--- config.mk ---
export PLATFORM = sky130hd
export DESIGN_NAME = fwd_hazard_scoreboard
export DESIGN_NICKNAME = d
export VERILOG_FILES = /design/src/rtl/fwd_hazard_scoreboard.sv
export SDC_FILE = /design/constraint.sdc
export NUM_CORES = 1
export LEC_CHECK = 0
export BUFFER_PORTS_ARGS = -buffer_cell sky130_fd_sc_hd__buf_2
export CAP_MARGIN = 20
export CORE_ASPECT_RATIO = 0.7
export CORE_MARGIN = 2
export CORE_UTILIZATION = 51
export DETAILED_ROUTE_END_ITERATION = 8
export MAX_ROUTING_LAYER = met4
export PLACE_DENSITY = 0.78
export REMOVE_ABC_BUFFERS = 1
export SLEW_MARGIN = 25
export SYNTH_ARGS = -nofsm -noshare
export SYNTH_HDL_FRONTEND = slang
export SYNTH_SLANG_ARGS = --single-unit
--- constraint.sdc ---
create_clock -name clk -period 3.9 [get_ports clk]
set_input_delay 0.585 -clock clk [delete_from_list [all_inputs] [get_ports clk]]
set_output_delay 0.585 -clock clk [all_outputs]
set_load 0.01 [all_outputs]
--- src/rtl/fwd_hazard_scoreboard.sv ---
// Forwarding select and hazard/stall unit for the in-order pipeline.
// Tracks in-flight destinations per stage and a scoreboard of outstanding long-latency ops.
module fwd_hazard_scoreboard #(
  parameter int NUM_RS     = 2,
  parameter int REG_AW     = 5,
  parameter int FWD_STAGES = 2,
  parameter int LONG_MAX   = 4
) (
  input  logic                                       clk,
  input  logic                                       rst,
  input  logic                                       id_valid,
  input  logic [NUM_RS*REG_AW-1:0]                   id_rs_addr,
  input  logic [NUM_RS-1:0]                          id_rs_used,
  input  logic [REG_AW-1:0]                          id_rd_addr,
  input  logic                                       id_reg_write,
  input  logic                                       id_is_load,
  input  logic                                       id_is_long,
  input  logic                                       pipe_advance,
  input  logic                                       flush,
  input  logic                                       long_done,
  input  logic [REG_AW-1:0]                          long_done_rd,
  output logic [NUM_RS*$clog2(FWD_STAGES+1)-1:0]     fwd_sel,
  output logic                                       stall,
  output logic [$clog2(LONG_MAX+1)-1:0]              long_cnt,
  output logic                                       long_full
);

  localparam int FSEL_W = $clog2(FWD_STAGES + 1);
  localparam int CNT_W  = $clog2(LONG_MAX + 1);
  localparam int NREG   = 1 << REG_AW;

  logic [FWD_STAGES-1:0]             r_stg_vld;
  logic [FWD_STAGES-1:0]             r_stg_ld;
  logic [FWD_STAGES-1:0][REG_AW-1:0] r_stg_rd;
  logic [NREG-1:0]                   r_pend;
  logic [CNT_W-1:0]                  r_long_cnt;

  logic [REG_AW-1:0]          w_rs [NUM_RS];
  logic [NUM_RS-1:0]          w_rs_chk;
  logic [NREG-1:0]            w_done_oh;
  logic [NREG-1:0]            w_set_oh;
  logic [NREG-1:0]            w_pend_eff;
  logic [NREG-1:0]            w_pend_nxt;
  logic [NUM_RS*FSEL_W-1:0]   w_fwd_sel;
  logic                       w_rd_nz;
  logic                       w_long_full;
  logic                       w_done_hit;
  logic                       w_stall_raw;
  logic                       w_stall;
  logic                       w_accept;
  logic                       w_long_acc;
  logic                       w_new_vld;

  // ID-stage decode: per-port source address and whether it needs checking
  for (genvar g = 0; g < NUM_RS; g++) begin : g_port
    assign w_rs[g]     = id_rs_addr[g*REG_AW +: REG_AW];
    assign w_rs_chk[g] = id_rs_used[g] & (w_rs[g] != '0);
  end

  assign w_rd_nz     = (id_rd_addr != '0);
  assign w_long_full = (r_long_cnt == CNT_W'(LONG_MAX));
  assign w_done_hit  = long_done & r_pend[long_done_rd];
  assign w_done_oh   = long_done ? (NREG'(1) << long_done_rd) : '0;
  // A same-cycle completion is visible through register-file write-through.
  assign w_pend_eff  = r_pend & ~w_done_oh;

  always_comb begin
    w_fwd_sel   = '0;
    w_stall_raw = 1'b0;
    for (int i = 0; i < NUM_RS; i++) begin
      // Scan oldest to youngest so the youngest matching stage wins.
      for (int k = FWD_STAGES - 1; k >= 0; k--) begin
        if (w_rs_chk[i] && r_stg_vld[k] && (r_stg_rd[k] == w_rs[i]))
          w_fwd_sel[i*FSEL_W +: FSEL_W] = FSEL_W'(k + 1);
      end
      if (w_rs_chk[i] && r_stg_vld[0] && r_stg_ld[0] && (r_stg_rd[0] == w_rs[i]))
        w_stall_raw = 1'b1;
      if (w_rs_chk[i] && w_pend_eff[w_rs[i]])
        w_stall_raw = 1'b1;
    end
    if (id_reg_write && w_rd_nz && w_pend_eff[id_rd_addr])
      w_stall_raw = 1'b1;
    if (id_is_long && w_long_full)
      w_stall_raw = 1'b1;
  end

  assign w_stall    = id_valid & ~flush & ~rst & w_stall_raw;
  assign w_accept   = id_valid & pipe_advance & ~w_stall & ~flush;
  assign w_long_acc = w_accept & id_is_long & id_reg_write & w_rd_nz;
  assign w_new_vld  = w_accept & id_reg_write & w_rd_nz & ~id_is_long;
  assign w_set_oh   = w_long_acc ? (NREG'(1) << id_rd_addr) : '0;
  assign w_pend_nxt = w_pend_eff | w_set_oh;

  assign fwd_sel   = rst ? '0 : w_fwd_sel;
  assign stall     = w_stall;
  assign long_cnt  = r_long_cnt;
  assign long_full = w_long_full;

  // Stage boundary: ID -> EXE and onward shift of in-flight destinations
  always_ff @(posedge clk) begin
    if (rst) begin
      r_stg_vld <= '0;
      r_stg_ld  <= '0;
      r_stg_rd  <= '0;
    end else if (pipe_advance) begin
      for (int k = FWD_STAGES - 1; k >= 1; k--) begin
        r_stg_vld[k] <= r_stg_vld[k-1];
        r_stg_ld[k]  <= r_stg_ld[k-1];
        r_stg_rd[k]  <= r_stg_rd[k-1];
      end
      r_stg_vld[0] <= w_new_vld;
      r_stg_ld[0]  <= id_is_load;
      r_stg_rd[0]  <= id_rd_addr;
    end
  end

  always_ff @(posedge clk) begin
    if (rst) begin
      r_pend     <= '0;
      r_long_cnt <= '0;
    end else begin
      r_pend <= w_pend_nxt;
      case ({w_long_acc, w_done_hit})
        2'b10:   if (!w_long_full) r_long_cnt <= r_long_cnt + CNT_W'(1);
        2'b01:   if (r_long_cnt != '0) r_long_cnt <= r_long_cnt - CNT_W'(1);
        default: r_long_cnt <= r_long_cnt;
      endcase
    end
  end

endmodule

==> results of run 1 <==
Yosys cell counts, types with 5 or more instances:
| master | number |
|---|---|
| dfxtp_1 | 48 |
| o21ai_0 | 37 |
| a21oi_1 | 35 |
| nand4_1 | 35 |
| nor2_1 | 35 |
| mux2i_1 | 33 |
| clkbuf_1 | 21 |
| nand2_1 | 17 |
| xor2_1 | 15 |
| buf_2 | 14 |
| xnor2_1 | 13 |
| mux4_2 | 12 |
| inv_1 | 9 |
| mux2_2 | 7 |
| nand3_1 | 7 |
| nor3_1 | 7 |
| nor2b_1 | 6 |
| o22ai_1 | 6 |
| o311ai_0 | 6 |
| and2_1 | 5 |
| nand2b_1 | 5 |
| nand4b_1 | 5 |
| o211ai_1 | 5 |
metal layers:
metal	GRT usage	routed length (um)	vias up	share of wire
met5	-	0	-	0
met4	0.0988	414	0	0.029
met3	0.0749	1870	61	0.13
met2	0.471	5780	340	0.41
met1	0.489	6150	2103	0.43
li1	-	-	1933	-
per-stage QoR:
step,cells,utilization,setup slack [ps],hold WS (ps)
2_1_floorplan,434,-,503,460
3_3_place_gp,606,0.566,166,478
3_5_place_dp,606,0.566,79.1,496
4_1_cts,614,0.585,187,512
5_1_grt,614,0.586,11.7,535
6_report,614,0.586,132,507
critical path, delay by kind of cell:
family,cells,cell delay [ps]
buffers and inverters,2,320
AND/OR/NAND/NOR,3,1220
AO/OA/AOI/OAI,3,880
multiplexers,1,170
power breakdown:
| group | internal (mW) | switching (mW) | total (mW) |
|---|---|---|---|
| clock network | 0.257 | 0.215 | 0.473 |
| registers | 0.496 | 0.00851 | 0.505 |
| logic | 0.0807 | 0.150 | 0.231 |
cell families after synthesis:
kind of cell	Yosys count	share of synthesized area
buf+inv	56	0.0632
fa+ha+maj	1	0.00494
xor+xnor	28	0.0605
mux	54	0.180
simple gates	155	0.222
flops	48	0.237
compound gates	137	0.232
how the worst max path moves through the flow:
stage | from | endpoint | slack [ps] | cells after the start
6_report | long_done_rd[2] | stall | 130 | 9
5_1_grt | long_done_rd[0] | stall | 10 | 10
3_3_place_gp | long_done_rd[0] | long_cnt[2] | 170 | 12
4_1_cts | long_done_rd[0] | stall | 190 | 9
2_1_floorplan | long_done_rd[2] | long_cnt[1] | 500 | 9
3_5_place_dp | long_done_rd[0] | long_cnt[2] | 80 | 12
state kept, by name, indices dropped and copies added, names as in the netlist:
signal / cells
r_pend: 32
r_stg_rd: 10
long_cnt: 3
r_stg_vld: 2
r_stg_ld: 1
area by class of cell:
cell class	count	area (um^2)
inverters	11	41.3
repair buffers	71	448
well taps	101	126
clock inverters	2	13.8
fillers	704	3230
flip-flops and latches	48	961
multi-input cells	375	2840
clock buffers	6	139
==> summary.txt, run 1 <==
Route
  – Drt first-iter violations: 718
  – Via/cell ratio: 7.23
  – Drt drc: 0
  – Drt pass-1 iters: 6
  – Drt wl/cell: 23.1 um
  – Antenna Nets Post-Route: 0
  – Final wirelength: 14200 um
  – DR vias: 4437

Die
  – Initial cell density of the core: 0.520
  – Area of the die: 8690 um^2
  – Die extent in y: 78.6 um
  – Rows: 27
  – Top Ports: 40
  – Core Region: 7800 um^2
  – Die span in x: 111 um

Global routing
  – GRT overflow: 0
  – Pin count of the biggest net entering global routing: 54
  – First-pass GRT wire length: 22300 um
  – Vias in the first global route: 3986
  – GR Util All Layers: 0.339
  – Initial antenna violation count: 0

Timing
  – RSZ-0062 raised after global routing: no
  – Tcrit/Tclk final: 0.966
  – F_max: 0.265 GHz
  – Actual slew at the worst max-slew pin: 815 ps
  – Slew headroom: 0.455
  – Final Critical Period: 3770 ps
  – Final setup fails: 0
  – Fin. max-slew vios: 0
  – Setup TNS: 0 ps
  – Clock Skews: 7.77 ps
  – Final Hold Vio Count: 0

Clock network
  – Clk_lat worst skew: 300 ps
  – Sink count of the clock tree: 48
  – # H-tree levels: 2
  – Post-CTS Setup Repair Bufs: 0
  – Root buf cell: clkbuf_16
  – PostCTS Resize Cnt: 0
  – CTS Hold Bufs: 0
  – Inserted Clock Buffers: 5
  – CTS tree: yes
  – Clock Path Buffers: 2
  – Clk pin slew, worst setup/hold paths: 70 ps

Placed design
  – Placed cell area: 4420 um^2
  – Port-buffer cells: 39
  – GP Congestion: 1.02
  – DP HPWL: 10900 um

Final layout
  – # nets final: 544
  – Ant diodes: 0
  – Layout cell share with drive strength beyond 1: 0.220
  – Synthesis-to-layout area growth: 12.7%
  – Most common cell after layout, fill and taps aside: dfxtp_1
  – Area of all placed cells without fillers: 4570 um^2
  – Most frequent cells in the layout: dfxtp_1 (48), buf_2 (39), nor2_1 (35), nand4_1 (35), a21oi_1 (35)

Flow run
  – Number of max-cap violations: 0

Synth
  – Synth Instances: 479
  – Post-synthesis sequential area ratio: 0.237
  – Top FF cell, synth: dfxtp_1
  – Post-synth EDFFs: 0
  – Synth top area share: 0.237
  – Synthesized area per cell: 8.47 um^2
  – Synth area leaders: dfxtp_1 (24%), mux2i_1 (8.1%), mux4_2 (6.7%)
  – Synthesis-stage register bit count: 48
  – YS warnings: 0
  – Synth cell types: 77
  – Cell taking the most area after synthesis: dfxtp_1
  – FFs w/ async S/R, synth: 0
  – Post-Synthesis Cell Area: 4060 um^2

Setup path
  – WP data arrival: 3180 ps
  – Worst r2r path cells: 12
  – Reg-to-reg slack, setup: 940 ps
  – Worst Setup Path Type: in2out
  – Startpoint types: input pin
  – Worst R2R End: long_cnt[2]
  – CP endpoint kind: output port
  – CP Cell Sequence: buf_2 > nand4b_1 > o21ai_0 > mux2i_1 > a22oi_1 > o211ai_1 > and4_1 > or4b_4 > buf_2
  – CP required: 3310 ps
  – Worst path max stage delay: 560 ps
  – Crit-path most repeated cell: buf_2
  – R2R Path Start: r_stg_rd[4]
  – CP max-delay cell: or4b_4
  – Crit-path max FO: 12

Min path
  – HP Start: r_stg_ld[0]
  – Min-delay worst type: reg2reg
  – WHS Path Cells: 2
  – End of the worst hold path: r_stg_ld[0]

Pwr
  – VDD IR max: 205 uV
  – Cell leakage power: 1.65 nW
  – Pwr/cell area: 264 nW/um^2
  – Total Power: 1.21 mW

Run status
  – Run status: finished clean
Note: power is estimated with default switching activity, not from simulation.
==> inputs of run 2 (changes only) <==
--- a/config.mk
+++ b/config.mk
@@ -7,10 +7,10 @@
 export LEC_CHECK = 0
 export BUFFER_PORTS_ARGS = -buffer_cell sky130_fd_sc_hd__buf_2
 export CAP_MARGIN = 20
-export CORE_ASPECT_RATIO = 0.7
 export CORE_MARGIN = 2
 export CORE_UTILIZATION = 51
 export DETAILED_ROUTE_END_ITERATION = 8
+export HOLD_SLACK_MARGIN = 0.15
 export MAX_ROUTING_LAYER = met4
 export PLACE_DENSITY = 0.78
 export REMOVE_ABC_BUFFERS = 1
==> summary.txt, run 2 (synthesis results as in run 1) <==
Run status
  – Run status: finished clean

Setup path
  – Worst Setup Path Type: in2out
  – WP data arrival: 3230 ps (+50 ps)
  – Worst R2R End: long_cnt[2]
  – R2R Path Start: r_pend[1]
  – CP endpoint kind: output port
  – Startpoint types: input pin
  – Worst path max stage delay: 550 ps (about the same)
  – CP max-delay cell: or4_1
  – Critical path startpoint: long_done_rd[2]
  – Worst r2r path cells: 11 (-1)
  – Reg-to-reg slack, setup: 820 ps (-120 ps)
  – CP required: 3310 ps (about the same)
  – Crit-path max FO: 12 (unchanged)
  – CP Cell Sequence: buf_2 > nand4bb_1 > o21ai_0 > o22ai_1 > or4_1 > a211oi_2 > or4b_4 > buf_2
  – Crit-path most repeated cell: buf_2

Timing
  – Clock Skews: 12.6 ps (+4.85 ps)
  – F_max: 0.262 GHz (-1.2%)
  – RSZ-0062 raised after global routing: no
  – Tcrit/Tclk final: 0.978 (+0.0114)
  – Setup TNS: 0 ps (unchanged)
  – Slew headroom: 0.537 (+0.0819)
  – Hold_ws: 504 ps (-3.66 ps)
  – Worst Setup Slack, final: 87.5 ps (-44.4 ps)
  – Final Hold Vio Count: 0 (unchanged)
  – Actual slew at the worst max-slew pin: 692 ps (-122 ps)
  – Fin. max-slew vios: 0 (unchanged)
  – Final setup fails: 0 (unchanged)
  – Final Critical Period: 3810 ps (+44.4 ps)

Final layout
  – Layout cell share with drive strength beyond 1: 0.215 (-0.00501)
  – # nets final: 542 (-0.37%)
  – Fillers: 694 (-1.4%)
  – Ant diodes: 0 (unchanged)
  – Most frequent cells in the layout: dfxtp_1 (48), buf_2 (39), o21ai_0 (37)
  – Area of all placed cells without fillers: 4540 um^2 (-0.68%)
  – Max reg flops: 32 (unchanged)
  – Most common cell after layout, fill and taps aside: dfxtp_1
  – Multi-input logic area: 2840 um^2 (about the same)
  – Storage element area: 961 um^2 (unchanged)
  – Synthesis-to-layout area growth: 11.9%
  – Largest Register: r_pend

Global routing
  – Vias in the first global route: 3904 (-2.1%)
  – Grt met1 use: 0.448 (-0.0414)
  – First-pass GRT wire length: 21300 um (-4.5%)
  – Top Usage Layer GRT: met2
  – Pin count of the biggest net entering global routing: 54 (unchanged)
  – Initial antenna violation count: 0 (unchanged)
  – GR Util All Layers: 0.322 (-0.0166)
  – GR Layer Usage met3: 0.0524 (-0.0225)
  – GRT overflow: 0 (unchanged)
  – Met2 usage: 0.477 (+0.00589)

Clock network
  – CTS Hold Bufs: 0 (unchanged)
  – Clock Path Buffers: 2 (unchanged)
  – Clk_lat worst skew: 320 ps (+20 ps)
  – Root buf cell: clkbuf_8
  – # H-tree levels: 2 (unchanged)
  – CTS tree: yes
  – Inserted Clock Buffers: 5 (unchanged)
  – Sink count of the clock tree: 48 (unchanged)
  – Post-CTS Setup Repair Bufs: 0 (unchanged)
  – PostCTS Resize Cnt: 0 (unchanged)
  – Clk pin slew, worst setup/hold paths: 110 ps (+40 ps)

Min path
  – HP Start: id_is_load
  – WHS Path Cells: 3 (+1)
  – End of the worst hold path: r_stg_ld[0]
  – Min-delay worst type: in2reg

Die
  – Area of the die: 8680 um^2 (-0.13%)
  – Rows: 32 (+19%)
  – Core Region: 7730 um^2 (-0.98%)
  – Top Ports: 40 (unchanged)
  – Die extent in y: 93.2 um (+19%)
  – Initial cell density of the core: 0.525 (+0.00513)
  – Die span in x: 93.2 um (-16%)

Placed design
  – Placed cell area: 4400 um^2 (-0.31%)
  – Dpl ws: 79.8 ps (+0.699 ps)
  – Port-buffer cells: 39 (unchanged)
  – DP HPWL: 10100 um (-6.9%)
  – GP Congestion: 1.10 (+8.1%)

Route
  – Via/cell ratio: 7.01 (-2.9%)
  – Antenna Nets Post-Route: 0 (unchanged)
  – Drt first-iter violations: 661 (-7.9%)
  – Drt pass-1 iters: 5 (-1)
  – DR vias: 4300 (-3.1%)
  – Drt drc: 0 (unchanged)
  – Drt wl/cell: 22.4 um (-3.3%)
  – Final wirelength: 13700 um (-3.5%)

Flow run
  – Number of max-cap violations: 0 (unchanged)

Pwr
  – VDD IR max: 209 uV (+2.0%)
  – Pwr/cell area: 261 nW/um^2 (-1.4%)
  – Cell leakage power: 1.63 nW (-1.2%)
## run 2: changes by cell type in the layout (fill, tap and decap cells not counted), sizes merged
cell,previous run,this run
bufinv,0,2
buf,71,69
clkbuf,6,5
clkinv,3,2
## run 2: stage by stage
stage	util	power (mW)	std cells
final	0.587	1.18	613
after global routing	0.587	1.22	613
after CTS	0.587	1.17	613
after detailed placement	0.570	0.729	605
after global placement	0.570	0.727	605
after floorplan	-	0.614	434
## run 2: layout make-up
type	count	share of cell area
multi-input cells	375	0.625
flip-flops and latches	48	0.212
repair buffers	69	0.0954
well taps	102	0.0281
clock buffers	5	0.0152
clock inverters	3	0.0152
inverters	11	0.00910
## run 2: where the power goes
group	switching, mW	leakage, nW	internal [mW]
sequential	0.00900	0.388	0.496
clock	0.200	0.0687	0.259
combinational	0.142	1.18	0.0776
## run 2: worst max path at each step
| stage | cells past startpoint | to |
|---|---|---|
| floorplan | 9 | long_cnt[1] |
| detailed placement | 12 | long_cnt[2] |
| global placement | 12 | long_cnt[2] |
| finish | 8 | stall |
| CTS | 8 | stall |
| global route | 10 | stall |
## run 2: worst max-delay path: cells and delay by family
family                 cells  cell delay [ps]
AOI/OAI and AO/OA          3              890
and+or+nand+nor            3             1440
buffers and inverters      2              310
## run 2: per-layer routing
layer	vias up	part of all wire
li1	1923	-
met5	-	0
met3	50	0.094
met1	2062	0.43
met2	265	0.44
met4	0	0.034
